## config.mk

```make
export PLATFORM = sky130hd
export DESIGN_NAME = crc_frame_tx_flat
export DESIGN_NICKNAME = d
export VERILOG_FILES = /design/src/rtl/crc_frame_tx_if.sv /design/src/rtl/crc_frame_tx.sv /design/src/flat_wrapper.sv
export SDC_FILE = /design/constraint.sdc
export NUM_CORES = 1
export LEC_CHECK = 0
export ABC_AREA = 1
export BUFFER_PORTS_ARGS = -buffer_cell sky130_fd_sc_hd__buf_2
export CAP_MARGIN = 20
export CORE_UTILIZATION = 51
export DETAILED_ROUTE_END_ITERATION = 8
export PLACE_DENSITY = 0.67
export SLEW_MARGIN = 30
export SYNTH_ARGS = -nofsm -noshare
export SYNTH_HDL_FRONTEND = slang
export SYNTH_SLANG_ARGS = --single-unit
```

## constraint.sdc

```tcl
create_clock -name clk -period 2.42 [get_ports clk]
set_input_delay 0.121 -clock clk [delete_from_list [all_inputs] [get_ports clk]]
set_output_delay 0.121 -clock clk [all_outputs]
set_load 0.02 [all_outputs]
```

## src/rtl/crc_frame_tx_if.sv

```systemverilog
// Capture-side inputs and serial-output signals of the CRC frame transmitter.
interface crc_frame_tx_if;
  logic       captured;
  logic [7:0] data;
  logic [3:0] crc;
  logic       tx;
  logic       busy;
  logic       frame_done;
  logic       ovf;

  modport master (
    output captured, data, crc,
    input  tx, busy, frame_done, ovf
  );

  modport slave (
    input  captured, data, crc,
    output tx, busy, frame_done, ovf
  );
endinterface

```

## src/rtl/crc_frame_tx.sv

```systemverilog
// Re-serialises captured {data, crc} as sync + data + CRC frames, MSB first, with a one-deep pending slot.
// Optional macro PARITY_EN appends an even-parity bit over {data, crc} to every frame.
module crc_frame_tx #(
  parameter int         SYNC_LEN     = 4,
  parameter logic [7:0] SYNC_PATTERN = 8'b0000_1101
) (
  input logic           clk,
  input logic           rst,
  crc_frame_tx_if.slave bus
);

`ifdef PARITY_EN
  typedef enum logic [2:0] {IDLE, SYNC, DATA, CRC, PAR} state_t;
`else
  typedef enum logic [2:0] {IDLE, SYNC, DATA, CRC} state_t;
`endif

  localparam logic [3:0] SYNC_LAST = 4'(SYNC_LEN - 1);
  localparam logic [2:0] SYNC_TOP  = 3'(SYNC_LEN - 1);

  state_t      state_reg, state_next;
  logic [3:0]  cnt_reg, cnt_next;
  logic [11:0] shift_reg, shift_next;
  logic [11:0] pend_reg, pend_next;
  logic        pend_valid_reg, pend_valid_next;
  logic        ovf_reg, ovf_next;
  logic        captured_q_reg;
  logic        tx_reg, busy_reg, done_reg;

  logic        accept;
  logic        last_bit;
  logic        bit_now;
  logic [11:0] word_in;
  logic [2:0]  sync_idx;

  assign word_in  = {bus.data, bus.crc};
  assign accept   = bus.captured & ~captured_q_reg;
  assign sync_idx = SYNC_TOP - cnt_reg[2:0];

`ifdef PARITY_EN
  assign last_bit = (state_reg == PAR);
`else
  assign last_bit = (state_reg == CRC) && (cnt_reg == 4'd3);
`endif

  always_comb begin
    state_next      = state_reg;
    cnt_next        = cnt_reg + 4'd1;
    shift_next      = shift_reg;
    pend_next       = pend_reg;
    pend_valid_next = pend_valid_reg;
    ovf_next        = ovf_reg;

    case (state_reg)
      IDLE: begin
        cnt_next = '0;
        if (accept) begin
          state_next = SYNC;
          shift_next = word_in;
        end
      end
      SYNC: if (cnt_reg == SYNC_LAST) begin
        state_next = DATA;
        cnt_next   = '0;
      end
      DATA: if (cnt_reg == 4'd7) begin
        state_next = CRC;
        cnt_next   = '0;
      end
      CRC: begin
`ifdef PARITY_EN
        if (cnt_reg == 4'd3) begin
          state_next = PAR;
          cnt_next   = '0;
        end
`endif
      end
      default: state_next = state_reg;
    endcase

    // Frame end: chain the pending word (or a same-cycle accept) with no idle gap.
    if (last_bit) begin
      cnt_next = '0;
      if (pend_valid_reg) begin
        shift_next      = pend_reg;
        state_next      = SYNC;
        pend_valid_next = accept;
        if (accept) begin
          pend_next = word_in;
        end
      end else if (accept) begin
        shift_next = word_in;
        state_next = SYNC;
      end else begin
        state_next = IDLE;
      end
    end else if (accept && (state_reg != IDLE)) begin
      if (!pend_valid_reg) begin
        pend_next       = word_in;
        pend_valid_next = 1'b1;
      end else begin
        ovf_next = 1'b1;
      end
    end
  end

  always_comb begin
    bit_now = 1'b0;
    case (state_reg)
      SYNC:    bit_now = SYNC_PATTERN[sync_idx];
      DATA:    bit_now = shift_reg[4'd11 - cnt_reg];
      CRC:     bit_now = shift_reg[4'd3 - cnt_reg];
`ifdef PARITY_EN
      PAR:     bit_now = ^shift_reg;
`endif
      default: bit_now = 1'b0;
    endcase
  end

  // Output bits are registered, so tx trails the state/counter by one cycle.
  always_ff @(posedge clk or negedge rst) begin
    if (!rst) begin
      state_reg      <= IDLE;
      cnt_reg        <= '0;
      shift_reg      <= '0;
      pend_reg       <= '0;
      pend_valid_reg <= 1'b0;
      ovf_reg        <= 1'b0;
      captured_q_reg <= 1'b0;
      tx_reg         <= 1'b0;
      busy_reg       <= 1'b0;
      done_reg       <= 1'b0;
    end else begin
      state_reg      <= state_next;
      cnt_reg        <= cnt_next;
      shift_reg      <= shift_next;
      pend_reg       <= pend_next;
      pend_valid_reg <= pend_valid_next;
      ovf_reg        <= ovf_next;
      captured_q_reg <= bus.captured;
      tx_reg         <= bit_now;
      busy_reg       <= (state_reg != IDLE);
      done_reg       <= last_bit;
    end
  end

  assign bus.tx         = tx_reg;
  assign bus.busy       = busy_reg;
  assign bus.frame_done = done_reg;
  assign bus.ovf        = ovf_reg;

endmodule

```

## src/flat_wrapper.sv

```systemverilog
// flat-port wrapper written by rule: the top's interface ports become plain ports
module crc_frame_tx_flat 
#(
  parameter int         SYNC_LEN     = 4,
  parameter logic [7:0] SYNC_PATTERN = 8'b0000_1101
)
  (clk, rst, bus_captured, bus_data, bus_crc, bus_tx, bus_busy, bus_frame_done, bus_ovf);
  crc_frame_tx_if bus_i ();
  input logic clk;
  input logic rst;
  input wire logic [$bits(bus_i.captured)-1:0] bus_captured;
  input wire logic [$bits(bus_i.data)-1:0] bus_data;
  input wire logic [$bits(bus_i.crc)-1:0] bus_crc;
  output wire logic [$bits(bus_i.tx)-1:0] bus_tx;
  output wire logic [$bits(bus_i.busy)-1:0] bus_busy;
  output wire logic [$bits(bus_i.frame_done)-1:0] bus_frame_done;
  output wire logic [$bits(bus_i.ovf)-1:0] bus_ovf;
  assign bus_i.captured = bus_captured;
  assign bus_i.data = bus_data;
  assign bus_i.crc = bus_crc;
  assign bus_tx = bus_i.tx;
  assign bus_busy = bus_i.busy;
  assign bus_frame_done = bus_i.frame_done;
  assign bus_ovf = bus_i.ovf;
  crc_frame_tx #(.SYNC_LEN(SYNC_LEN), .SYNC_PATTERN(SYNC_PATTERN)) u_core (.clk(clk), .rst(rst), .bus(bus_i));
endmodule
```

Word-level counts from Yosys, hierarchy flattened:

Memories as Yosys holds them, arrays and structs flattened.
Cells that the tools add are included.
W data, S select, Z words.

* register bits after elaboration: 37
* bits in latches: 0
* bits in writable memories: 0
* memory bits (read-only): 8
* bits of input ports: 15
* memories: 1

* $add $sub $neg: 4
* multipliers: 0
* divide/modulo/power cells: 0
* order comparisons: 3
* eq/ne operators: 11
* shifts and indexed selects: 0
* mux-type cells: 30
* bitwise gates (word level): 3
* reduce and logical (&&, ||, !) cells: 9

Memories
* (no name shown): depth 8, width 1, read ports 1, clocked after Yosys merged registers in 0, write ports 0, line crc_frame_tx.sv:110 `SYNC: bit_now = SYNC_PATTERN[sync_idx];`

Operators by type and width (number)
* $mux W12: 10
* $mux W3: 5
* $mux W4: 3
* $pmux W4 S3: 1
* $lt A4 B5 Y1 const B: 2
* $ne A3 B1 Y1 const B: 3
* $pmux W3 S3: 1
* $bmux W1 S4: 2
* $reduce_and A4 Y1: 2
* $mux W1: 7
* $eq A3 B2 Y1 const B: 2
* $add A4 B1 Y4 const B: 1
* $eq A4 B2 Y1 const B: 1
* $eq A4 B3 Y1 const B: 1
* $lt A3 B4 Y1 const B: 1
* $ne A2 B1 Y1 const B: 2
* $reduce_bool A4 Y1: 1
* $sub A2 B4 Y4 const A: 1
* $sub A4 B4 Y4 const A: 1
* $eq A3 B1 Y1 const B: 1
* $logic_not A3 Y1: 1
* $pmux W1 S3: 1
* $reduce_and A3 Y1: 1
* $reduce_bool A3 Y1: 1
* 6 further kinds: 8

Logic depth before layout (Yosys ltp):

Gate-level depths: netlist of run 1.

* word-level depth: 7
* depth in mapped cells: 11
* gate-level depth less buffers: 10

Worst setup path before layout of run 1:

No wires, ideal clock.

* kind: flip-flop to flip-flop
* from: register u_core.cnt_reg[2]
* to: register u_core.pend_reg[10]
* library setup time: 0.121 ns
* arrival: 1.582 ns
* data required time: 2.299 ns
* slack: 0.717 ns
* stages on the path, launching flop included: 12
* path through: dfrtp_1 > inv_1 > ha_1 > nand2_2 > nor2_8 > inv_4 > nand2_4 > o22ai_4 > o21ai_4 > buf_4 > nand2_1 > o21ai_1

* longest elaborated chain between the ends: 4
* elaborated cells between the ends (all ways): 8

RTL lines
* start, declared: line crc_frame_tx.sv:22 `logic [3:0] cnt_reg, cnt_next;`
* start signal, assigned: line crc_frame_tx.sv:135 `cnt_reg <= cnt_next;`
* $eq A4 B2 Y1 *: line crc_frame_tx.sv:43 `assign last_bit = (state_reg == CRC) && (cnt_reg == 4'd3);`
* $logic_and A1 B1 Y1 *: line crc_frame_tx.sv:43
* net u_core.last_bit: line crc_frame_tx.sv:31 `logic last_bit;`
* $ne A2 B1 Y1 (no source line), or another cell as far along
* $reduce_and A4 Y1 (no source line)
* end signal, assigned: line crc_frame_tx.sv:137 `pend_reg <= pend_next;`
* end, declared: line crc_frame_tx.sv:24 `logic [11:0] pend_reg, pend_next;`

Mark *: on every way through the listed nets, which the timed path passes. The rest lies on a longest branch.
A chain may end at the register's enable or synchronous reset.

Worst setup path in the final report of run 1:

* from: register u_core.cnt_reg[0]
* to: register u_core.pend_reg[5]

Same word-level chain as after synthesis.

==> metrics.txt, run 1 <==
status=finished clean; H-tree Lvls=2; vias per inst=around 5.1; Largest stage delay, worst path=approximately 0.54 ns; Post-synth top cells=51 x nand2_1, 40 x inv_1, 36 x dfrtp_1; # rows=22; r2r endpoint=u_core.pend_reg[5]$_DFFE_PN0P_; flops & latches, synth=36; TritonRoute pass-1 iters=6; global-route wire length before repair=6540 um; Synth Warn #=0; Rel. slew slack=0.473; layout cells sized above 1=0.157; Area Overhead vs Synth=11.6%; Synth top area share=0.451; Data required, critical path=approximately 2.6 ns; worst path cell trace=ha_1, nand2_2, nor2_8, inv_4, nand2_4, o22ai_4, o21ai_4, nand2_1, o21ai_1; initial antenna violation count=0; CTS clk-pin slew, worst paths=~0.070 ns; Final setup viols=0; Power Density=1150 nW/um2; sequential area share after synthesis=0.451; Post-synth EDFFs=0; HP Start=bus_data[0]; DP Wirelength=between 2000 and 2500 um; Leak=1.14 nW; Max Clock Freq=roughly 0.47 GHz; Worst-Skew Late Latency=~0.29 ns; CP Class=flip-flop to flip-flop; Post-Synthesis Net Count=260; Period Utilization, post-route=0.884; largest cells by area after synthesis=dfrtp_1 45%, nand2_1 9.6%, o211ai_1 9.0%; DP Area=roughly 2100 um2; Post-Syn Instances=roughly 230; die area=4180 um2; Post-DRT Antenna Nets=0; CP Launch Type=flip-flop; routed wire length=between 3000 and 4000 um; GP Congestion=approximately 0.8; Post-CTS Resized=0; Arr. time, crit path=roughly 2.4 ns; Layout Skew=a little over 0.004 ns; initial core utilization=0.538; TNS Setup=0 ns; antenna diode count=0; Chip Width=approximately 65 um; fillers=around 350; VDD IR-drop max=0.692 mV; cts bufs inserted=5; dpl cells=roughly 290; DRC Markers=0; CTS root buf=clkbuf_8; worst r2r path cells=9; most numerous cell in the Yosys netlist=nand2_1; synthesized area=between 1500 and 2000 um2; Fin Hold WS=between 0.07 and 0.08 ns; Tmin final=around 2.1 ns; Tightest Hold Check Type=input pin to flip-flop; mean post-synth cell area=between 8 and 9 um2; flop2flop setup slack=around 0.28 ns; Net count, final=280; clock sink total=36; measured slew at the worst slew-check pin=a little under 0.8 ns; post-layout instance area=between 2000 and 2500 um2; fin. max-slew vios=0; WL per Instance=12.0 um; hold path depth=3; Maximum Capacitance Violations=0; Vias=1542; final core utilization=0.601; Worst path slowest cell=dfrtp_1; critical path endpoint category=flip-flop; total grt overflow=0; critical path peak fanout=27; largest area contributor in the netlist=dfrtp_1; final std cells w/o fill=roughly 300; Worst R2R Start=u_core.cnt_reg[0]$_DFF_PN0_; CTS tree=done; Worst Hold End=u_core.pend_reg[4]$_DFFE_PN0P_; Die H=approximately 65 um; Unique masters post-synth=28; All-Layer GR Usage=0.207; Core Region=approximately 3700 um2; I/O pins=19; ys async rst share=1.00; DRT iter0 DRCs=104; IO Port Bufs=18; Hold Violations, Final=0; CTS max path bufs=2; Synth Flop Type=dfrtp_1; vias in the first global route=approximately 1500; RSZ-0062 raised after global routing=no; largest net degree at the start of global routing=37
-- how the worst max path moves through the flow --
| stage | from | to | cells after the start |
|---|---|---|---|
| after CTS | u_core.cnt_reg[0]$_DFF_PN0_ | u_core.pend_reg[5]$_DFFE_PN0P_ | 9 |
| after global placement | u_core.cnt_reg[0]$_DFF_PN0_ | u_core.pend_reg[7]$_DFFE_PN0P_ | 9 |
| after detailed placement | u_core.cnt_reg[0]$_DFF_PN0_ | u_core.pend_reg[5]$_DFFE_PN0P_ | 9 |
| after floorplan | u_core.cnt_reg[2]$_DFF_PN0_ | u_core.pend_reg[10]$_DFFE_PN0P_ | 11 |
| final | u_core.cnt_reg[0]$_DFF_PN0_ | u_core.pend_reg[5]$_DFFE_PN0P_ | 9 |
| after global routing | u_core.cnt_reg[0]$_DFF_PN0_ | u_core.pend_reg[0]$_DFFE_PN0P_ | 9 |
-- what timing repair did --
item                                   4_1_cts  5_1_grt
endpoints found under the hold margin       37        0
buffers inserted                             0        0
hold buffers                                 2        0
-- logic make-up (layout without fill, tap and decap cells) --
kind of cell | count (synthesis) | in the layout | share of synthesized area
and+or+nand+nor | 73 | 73 | 0.168
buffers and inverters | 53 | 74 | 0.106
DFF | 36 | 36 | 0.451
adders and majority gates | 11 | 11 | 0.0688
xor gates and xnor gates | 1 | 1 | 0.00438
AOI/OAI and AO/OA | 60 | 60 | 0.202
-- power breakdown --
part | switching [mW] | total (mW) | internal, mW | leakage (nW)
Combinational | 0.720 | 1.14 | 0.423 | 0.643
Clock | 0.211 | 0.438 | 0.227 | 0.0510
Sequential | 0.148 | 0.993 | 0.846 | 0.448
Total | 1.08 | 2.57 | 1.50 | 1.14
-- cell usage in the layout (no fill, tap or decap), drive strengths merged, types with 2 or more instances in the layout --
| cell | n |
|---|---|
| a21oi | 4 |
| buf | 20 |
| clkbuf | 6 |
| clkinv | 2 |
| dfrtp | 36 |
| dlygate4sd3 | 2 |
| ha | 11 |
| inv | 44 |
| nand2 | 53 |
| nand3 | 12 |
| nor2 | 5 |
| nor3 | 2 |
| o211ai | 24 |
| o21ai | 27 |
-- per-stage QoR --
stage / power [mW] / setup slack, ns
4_1_cts: 2.60 / 0.279
5_1_grt: 2.85 / 0.0548
3_3_place_gp: 2.13 / 0.384
3_5_place_dp: 2.15 / 0.309
2_1_floorplan: 1.92 / 0.717
6_report: 2.57 / 0.281
-- area by class of cell --
class                   count  area (um2)  share of cell area
flip-flops and latches     36         901               0.404
repair buffers             22         125              0.0561
clock inverters             2        10.0             0.00448
inverters                  44         168              0.0751
multi-input cells         145         886               0.397
well taps                  48        60.1              0.0269
clock buffers               6        82.6              0.0370
-- critical path: cells and delay by family, from the launching register on --
kind / cells / cell delay [ns]
fa+ha+maj: 1 / 0.29
buf+inv: 1 / 0.09
simple gates: 4 / 0.67
compound gates: 3 / 0.48
flops: 1 / 0.54
-- per-layer routing --
layer	GRT usage	part of all wire	vias to the layer above
li1	-	-	806
met1	0.270	0.48	699
met2	0.328	0.46	28
met3	0.0475	0.033	9
met4	0.0889	0.020	0
met5	0	0	-
No activity file was read; power rests on OpenSTA's default activity.
==> run 2, diff against run 1 <==
==> constraint.sdc (replaced) <==
create_clock -name clk -period 2.42 [get_ports clk]
set_input_delay 0.242 -clock clk [delete_from_list [all_inputs] [get_ports clk]]
set_output_delay 0.242 -clock clk [all_outputs]
set_load 0.02 [all_outputs]
==> run 2 against run 1 <==
Count of clock-buffer cells in the layout stayed put. First-iteration DRC count is 4.8% higher. Cell area is 0.90% lower. Combinational power hardly changed. Via count is 0.84% lower. Sequential share of layout area is 0.37 points higher. Register-to-register slack better by 0.02 ns.
==> metrics.txt, run 2 (same netlist as run 1, synthesis figures left out) <==
All-Layer GR Usage=0.206; status=finished clean; vias per inst=5.08; initial core utilization=0.538; Net count, final=between 200 and 300; Hold Violations, Final=0; CP Launch Type=flip-flop; Tmin final=2.12 ns; total grt overflow=0; # hold bufs at CTS=0; CTS max path bufs=2; Pint=roughly 1.5 mW; Die H=between 60 and 70 um; Power Density=approximately 1200 nW/um2; Clock Power Share=0.169; DP Wirelength=approximately 2500 um; H-tree Lvls=2; Tightest Hold Check Type=input pin to asynchronous set/reset pin; global-route wire length before repair=roughly 6500 um; measured slew at the worst slew-check pin=0.785 ns; sequential power share=0.386; clock sink total=36; DRT iter0 DRCs=approximately 110; Post-CTS Resized=0; Gate power share=0.444; GP Congestion=~0.80; VDD IR-drop max=between 0.6 and 0.7 mV; most common cell after layout, fill and taps aside=nand2_1; antenna diode count=0; Worst-Skew Late Latency=roughly 0.28 ns; Area Overhead vs Synth=10.6%; Post-DRT Antenna Nets=0; TNS Setup=0 ns; # rows=22; die area=about 4200 um2; initial antenna violation count=0; CTS tree=done; Period Utilization, post-route=0.875; post-CTS setup buffer count=0; routed wire length=3620 um; Chip Width=between 60 and 70 um; vias in the first global route=between 1500 and 2000; DRC Markers=0; Maximum Capacitance Violations=0; WL per Instance=12.0 um; Rel. slew slack=0.477; CP Class=flip-flop to flip-flop; Data required, critical path=between 2 and 3 ns; layout cells sized above 1=0.158; final core utilization=0.595; Layout Skew=between 0.002 and 0.003 ns; fin. max-slew vios=0; CTS root buf=clkbuf_8; total power=2.57 mW; CTS clk-pin slew, worst paths=~0.070 ns; Arr. time, crit path=~2.3 ns; post-layout instance area=2210 um2; sw frac=0.418; RSZ-0062 raised after global routing=no; IO Port Bufs=18; cts bufs inserted=5; Final setup viols=0; Vias=roughly 1500; TritonRoute pass-1 iters=6; largest net degree at the start of global routing=37; I/O pins=19; Core Region=between 3000 and 4000 um2; Max Clock Freq=roughly 0.47 GHz; commonest cells after routing, fill and taps aside=51 x nand2_1, 40 x inv_1, 36 x dfrtp_1; Leak=1.13 nW; Switch Pwr=~1.1 mW; DP Area=about 2100 um2; critical path peak fanout=27; critical path endpoint category=flip-flop
## run 2: changes by cell type in the layout (fill, tap and decap cells not counted)
| cell | before | now |
|---|---|---|
| dlygate4sd3_1 | 2 | 0 |
## run 2: path summary, 6_finish.rpt
check                                                   to  cells after the start  slack (ns)                        start
hold reg to reg                 u_core.bus.ovf$_DFFE_PN0P_                      2        0.48   u_core.bus.ovf$_DFFE_PN0P_
hold / removal              u_core.pend_reg[0]$_DFFE_PN0P_                      1        0.03                          rst
setup reg to reg            u_core.pend_reg[5]$_DFFE_PN0P_                      9        0.30  u_core.cnt_reg[0]$_DFF_PN0_
max in group asynchronous  u_core.state_reg[0]$_DFFE_PN0P_                      1        1.89                          rst
min in group clk           u_core.captured_q_reg$_DFF_PN0_                      1        0.08                 bus_captured
setup / recovery            u_core.pend_reg[5]$_DFFE_PN0P_                      9        0.30  u_core.cnt_reg[0]$_DFF_PN0_
## run 2: area by class of cell
class | count | area (um2)
Clock buffer | 6 | 82.6
Clock inverter | 2 | 10.0
Fill cell | 354 | 1500
Inverter | 44 | 168
Multi-Input combinational cell | 145 | 886
Sequential cell | 36 | 901
Tap cell | 48 | 60.1
Timing Repair Buffer | 20 | 105
## run 2: critical path: stages, from the launching register on
cell and delay (ns):
dfrtp_1 0.53, ha_1 0.28, nand2_2 0.13, nor2_8 0.18
inv_4 0.09, nand2_4 0.23, o22ai_4 0.12, o21ai_4 0.25
nand2_1 0.13, o21ai_1 0.11
## run 2: power groups by stage
stage                     Combinational (mW)  Clock, mW  Sequential, mW
after floorplan                        0.947          0           0.975
after global placement                  1.13          0           0.998
after detailed placement                1.15          0            1.00
after CTS                               1.16      0.446           0.992
after global routing                    1.35      0.470            1.03
final                                   1.14      0.435           0.992
## run 2: metal layers
layer / part of all wire / track usage / vias up
met1: 0.49 / 0.270 / 691
met2: 0.46 / 0.326 / 25
met4: 0.020 / 0.0889 / 0
met3: 0.030 / 0.0475 / 9
li1: - / - / 804
met5: 0 / 0 / -
## run 2: per-stage QoR
stage,std cells,hold WS (ns),setup WS [ns]
after CTS,301,0.0684,0.279
after detailed placement,293,0.366,0.309
after floorplan,234,-0.0536,0.717
after global routing,301,0.0692,0.0548
after global placement,293,0.364,0.384
final,301,0.0327,0.302
==> run 3, diff against run 2 <==
--- a/config.mk
+++ b/config.mk
@@ -8,9 +8,9 @@
 export ABC_AREA = 1
 export BUFFER_PORTS_ARGS = -buffer_cell sky130_fd_sc_hd__buf_2
 export CAP_MARGIN = 20
-export CORE_UTILIZATION = 51
+export CORE_UTILIZATION = 58
 export DETAILED_ROUTE_END_ITERATION = 8
-export PLACE_DENSITY = 0.67
+export PLACE_DENSITY = 0.75
 export SLEW_MARGIN = 30
 export SYNTH_ARGS = -nofsm -noshare
 export SYNTH_HDL_FRONTEND = slang
==> constraint.sdc (replaced) <==
create_clock -name clk -period 2.38 [get_ports clk]
set_input_delay 0.238 -clock clk [delete_from_list [all_inputs] [get_ports clk]]
set_output_delay 0.238 -clock clk [all_outputs]
set_load 0.02 [all_outputs]
==> run 3 against run 2 <==
Routed wire length rose by 1.8%. Register-to-register slack about the same. Via count up 1.8%. Flip-flop and latch count unchanged. Final cell count is 0.33% lower. Die area fell by 12%. Fmax is 2.2% higher.
==> metrics.txt, run 3 (same netlist as run 1, synthesis figures left out) <==
Worst-Skew Late Latency=between 0.3 and 0.4 ns; routed wire length=3690 um; DP Area=around 2100 um2; antenna diode count=0; vias in the first global route=1460; global-route wire length before repair=around 6400 um; flop2flop setup slack=slightly above 0.3 ns; critical path peak fanout=27; Vias=roughly 1600; post-CTS setup buffer count=0; All-Layer GR Usage=0.242; Max Clock Freq=slightly below 0.5 GHz; Core Region=3150 um2; Post-DRT Antenna Nets=0; Worst path slowest cell=dfrtp_1; initial antenna violation count=0; Layout Skew=0.00524 ns; fin. max-slew vios=0; I/O pins=19; Post-CTS Resized=0; measured slew at the worst slew-check pin=roughly 0.79 ns; Area Overhead vs Synth=10.1%; GP Congestion=0.819; largest net degree at the start of global routing=37; worst path cell trace=ha_1, nand2_2, nor2_8, inv_4, nand2_4, o22ai_4, o21ai_4, nand2_1, o21ai_1; most common cell after layout, fill and taps aside=nand2_1; H-tree Lvls=2; CTS root buf=clkbuf_4; CTS clk-pin slew, worst paths=around 0.10 ns; layout cells sized above 1=0.152; Die H=around 60 um; commonest cells after routing, fill and taps aside=51 x nand2_1, 40 x inv_1, 36 x dfrtp_1; Tightest Hold Check Type=input pin to flip-flop; post-place setup slack=approximately 0.33 ns; Largest stage delay, worst path=0.54 ns; vias per inst=5.19; TNS Setup=0 ns; area of the multi-input gates=886 um2; Net count, final=between 200 and 300; cts bufs inserted=5; fillers=just over 300; VDD IR-drop max=roughly 0.65 mV; Period Utilization, post-route=0.871; Chip Width=60.7 um; Maximum Capacitance Violations=0; critical path endpoint category=flip-flop; WL per Instance=approximately 12 um; CP Launch Type=flip-flop; # rows=20; post-layout instance area=between 2000 and 2500 um2; Power Density=roughly 1200 nW/um2; die area=between 3000 and 4000 um2; DRT iter0 DRCs=64; clock sink total=36; CTS max path bufs=2; Leak=1.13 nW; final core utilization=0.698; Rel. slew slack=0.476; initial core utilization=0.634; Arr. time, crit path=2.34 ns; total grt overflow=0; DRC Markers=0; CTS tree=done; RSZ-0062 raised after global routing=no; slack of the critical path=0.308 ns; Data required, critical path=between 2 and 3 ns; Hold Violations, Final=0; register area=between 900 and 1000 um2; status=finished clean; CP Class=flip-flop to flip-flop; total power=around 2.5 mW; DP Wirelength=roughly 2600 um; IO Port Bufs=18; TritonRoute pass-1 iters=4; Tmin final=between 2 and 2.5 ns; Final setup viols=0
==> run 3: cell types whose count changed in the layout (fill, tap and decap cells not counted), sizes merged <==
cell / before / now
buf: 20 / 21
clkbuf: 6 / 8
clkinv: 2 / 0
dlygate4sd3: 0 / 2
==> run 3: worst paths after layout <==
kind | start | endpoint | cells after the start
worst min-delay path | bus_data[7] | u_core.pend_reg[11]$_DFFE_PN0P_ | 3
worst max-delay path | u_core.cnt_reg[0]$_DFF_PN0_ | u_core.pend_reg[9]$_DFFE_PN0P_ | 9
worst max register to register | u_core.cnt_reg[0]$_DFF_PN0_ | u_core.pend_reg[9]$_DFFE_PN0P_ | 9
worst min register to register | u_core.bus.ovf$_DFFE_PN0P_ | u_core.bus.ovf$_DFFE_PN0P_ | 2
max in group asynchronous | rst | u_core.pend_reg[5]$_DFFE_PN0P_ | 2
min in group asynchronous | rst | asynchronous set/reset pin | 2
==> run 3: metal layers <==
layer,vias to the layer above,GRT usage,share of wire
li1,811,-,-
met1,708,0.310,0.47
met2,31,0.397,0.47
met3,6,0.0640,0.042
met4,0,0.0877,0.014
met5,-,0,0
==> run 3: timing repair <==
item	CTS	global route
endpoints found under the hold margin	37	0
hold buffers	2	0
setup endpoints to repair	0	0
==> run 3: final cells by class <==
class                   instances  area share
clock buffers                   8      0.0267
inverters                      44      0.0762
multi-input cells             145       0.403
flip-flops and latches         36       0.409
well taps                      44      0.0250
repair buffers                 23      0.0603
==> run 3: critical path: cells and delay by family, from the launching register on <==
family,cells,cell delay (ns)
DFF,1,0.54
and+or+nand+nor,4,0.64
AOI/OAI and AO/OA,3,0.46
adders and majority gates,1,0.28
buffers and inverters,1,0.08
==> run 3: stage by stage <==
step / hold slack [ns] / instances
after floorplan: -0.0576 / 234
after global placement: 0.364 / 290
after detailed placement: 0.361 / 290
after CTS: 0.114 / 300
after global routing: 0.119 / 300
final: 0.130 / 300
==> run 3: power breakdown <==
group | internal (mW) | switching, mW
registers | 0.858 | 0.137
clock network | 0.146 | 0.192
logic | 0.444 | 0.764
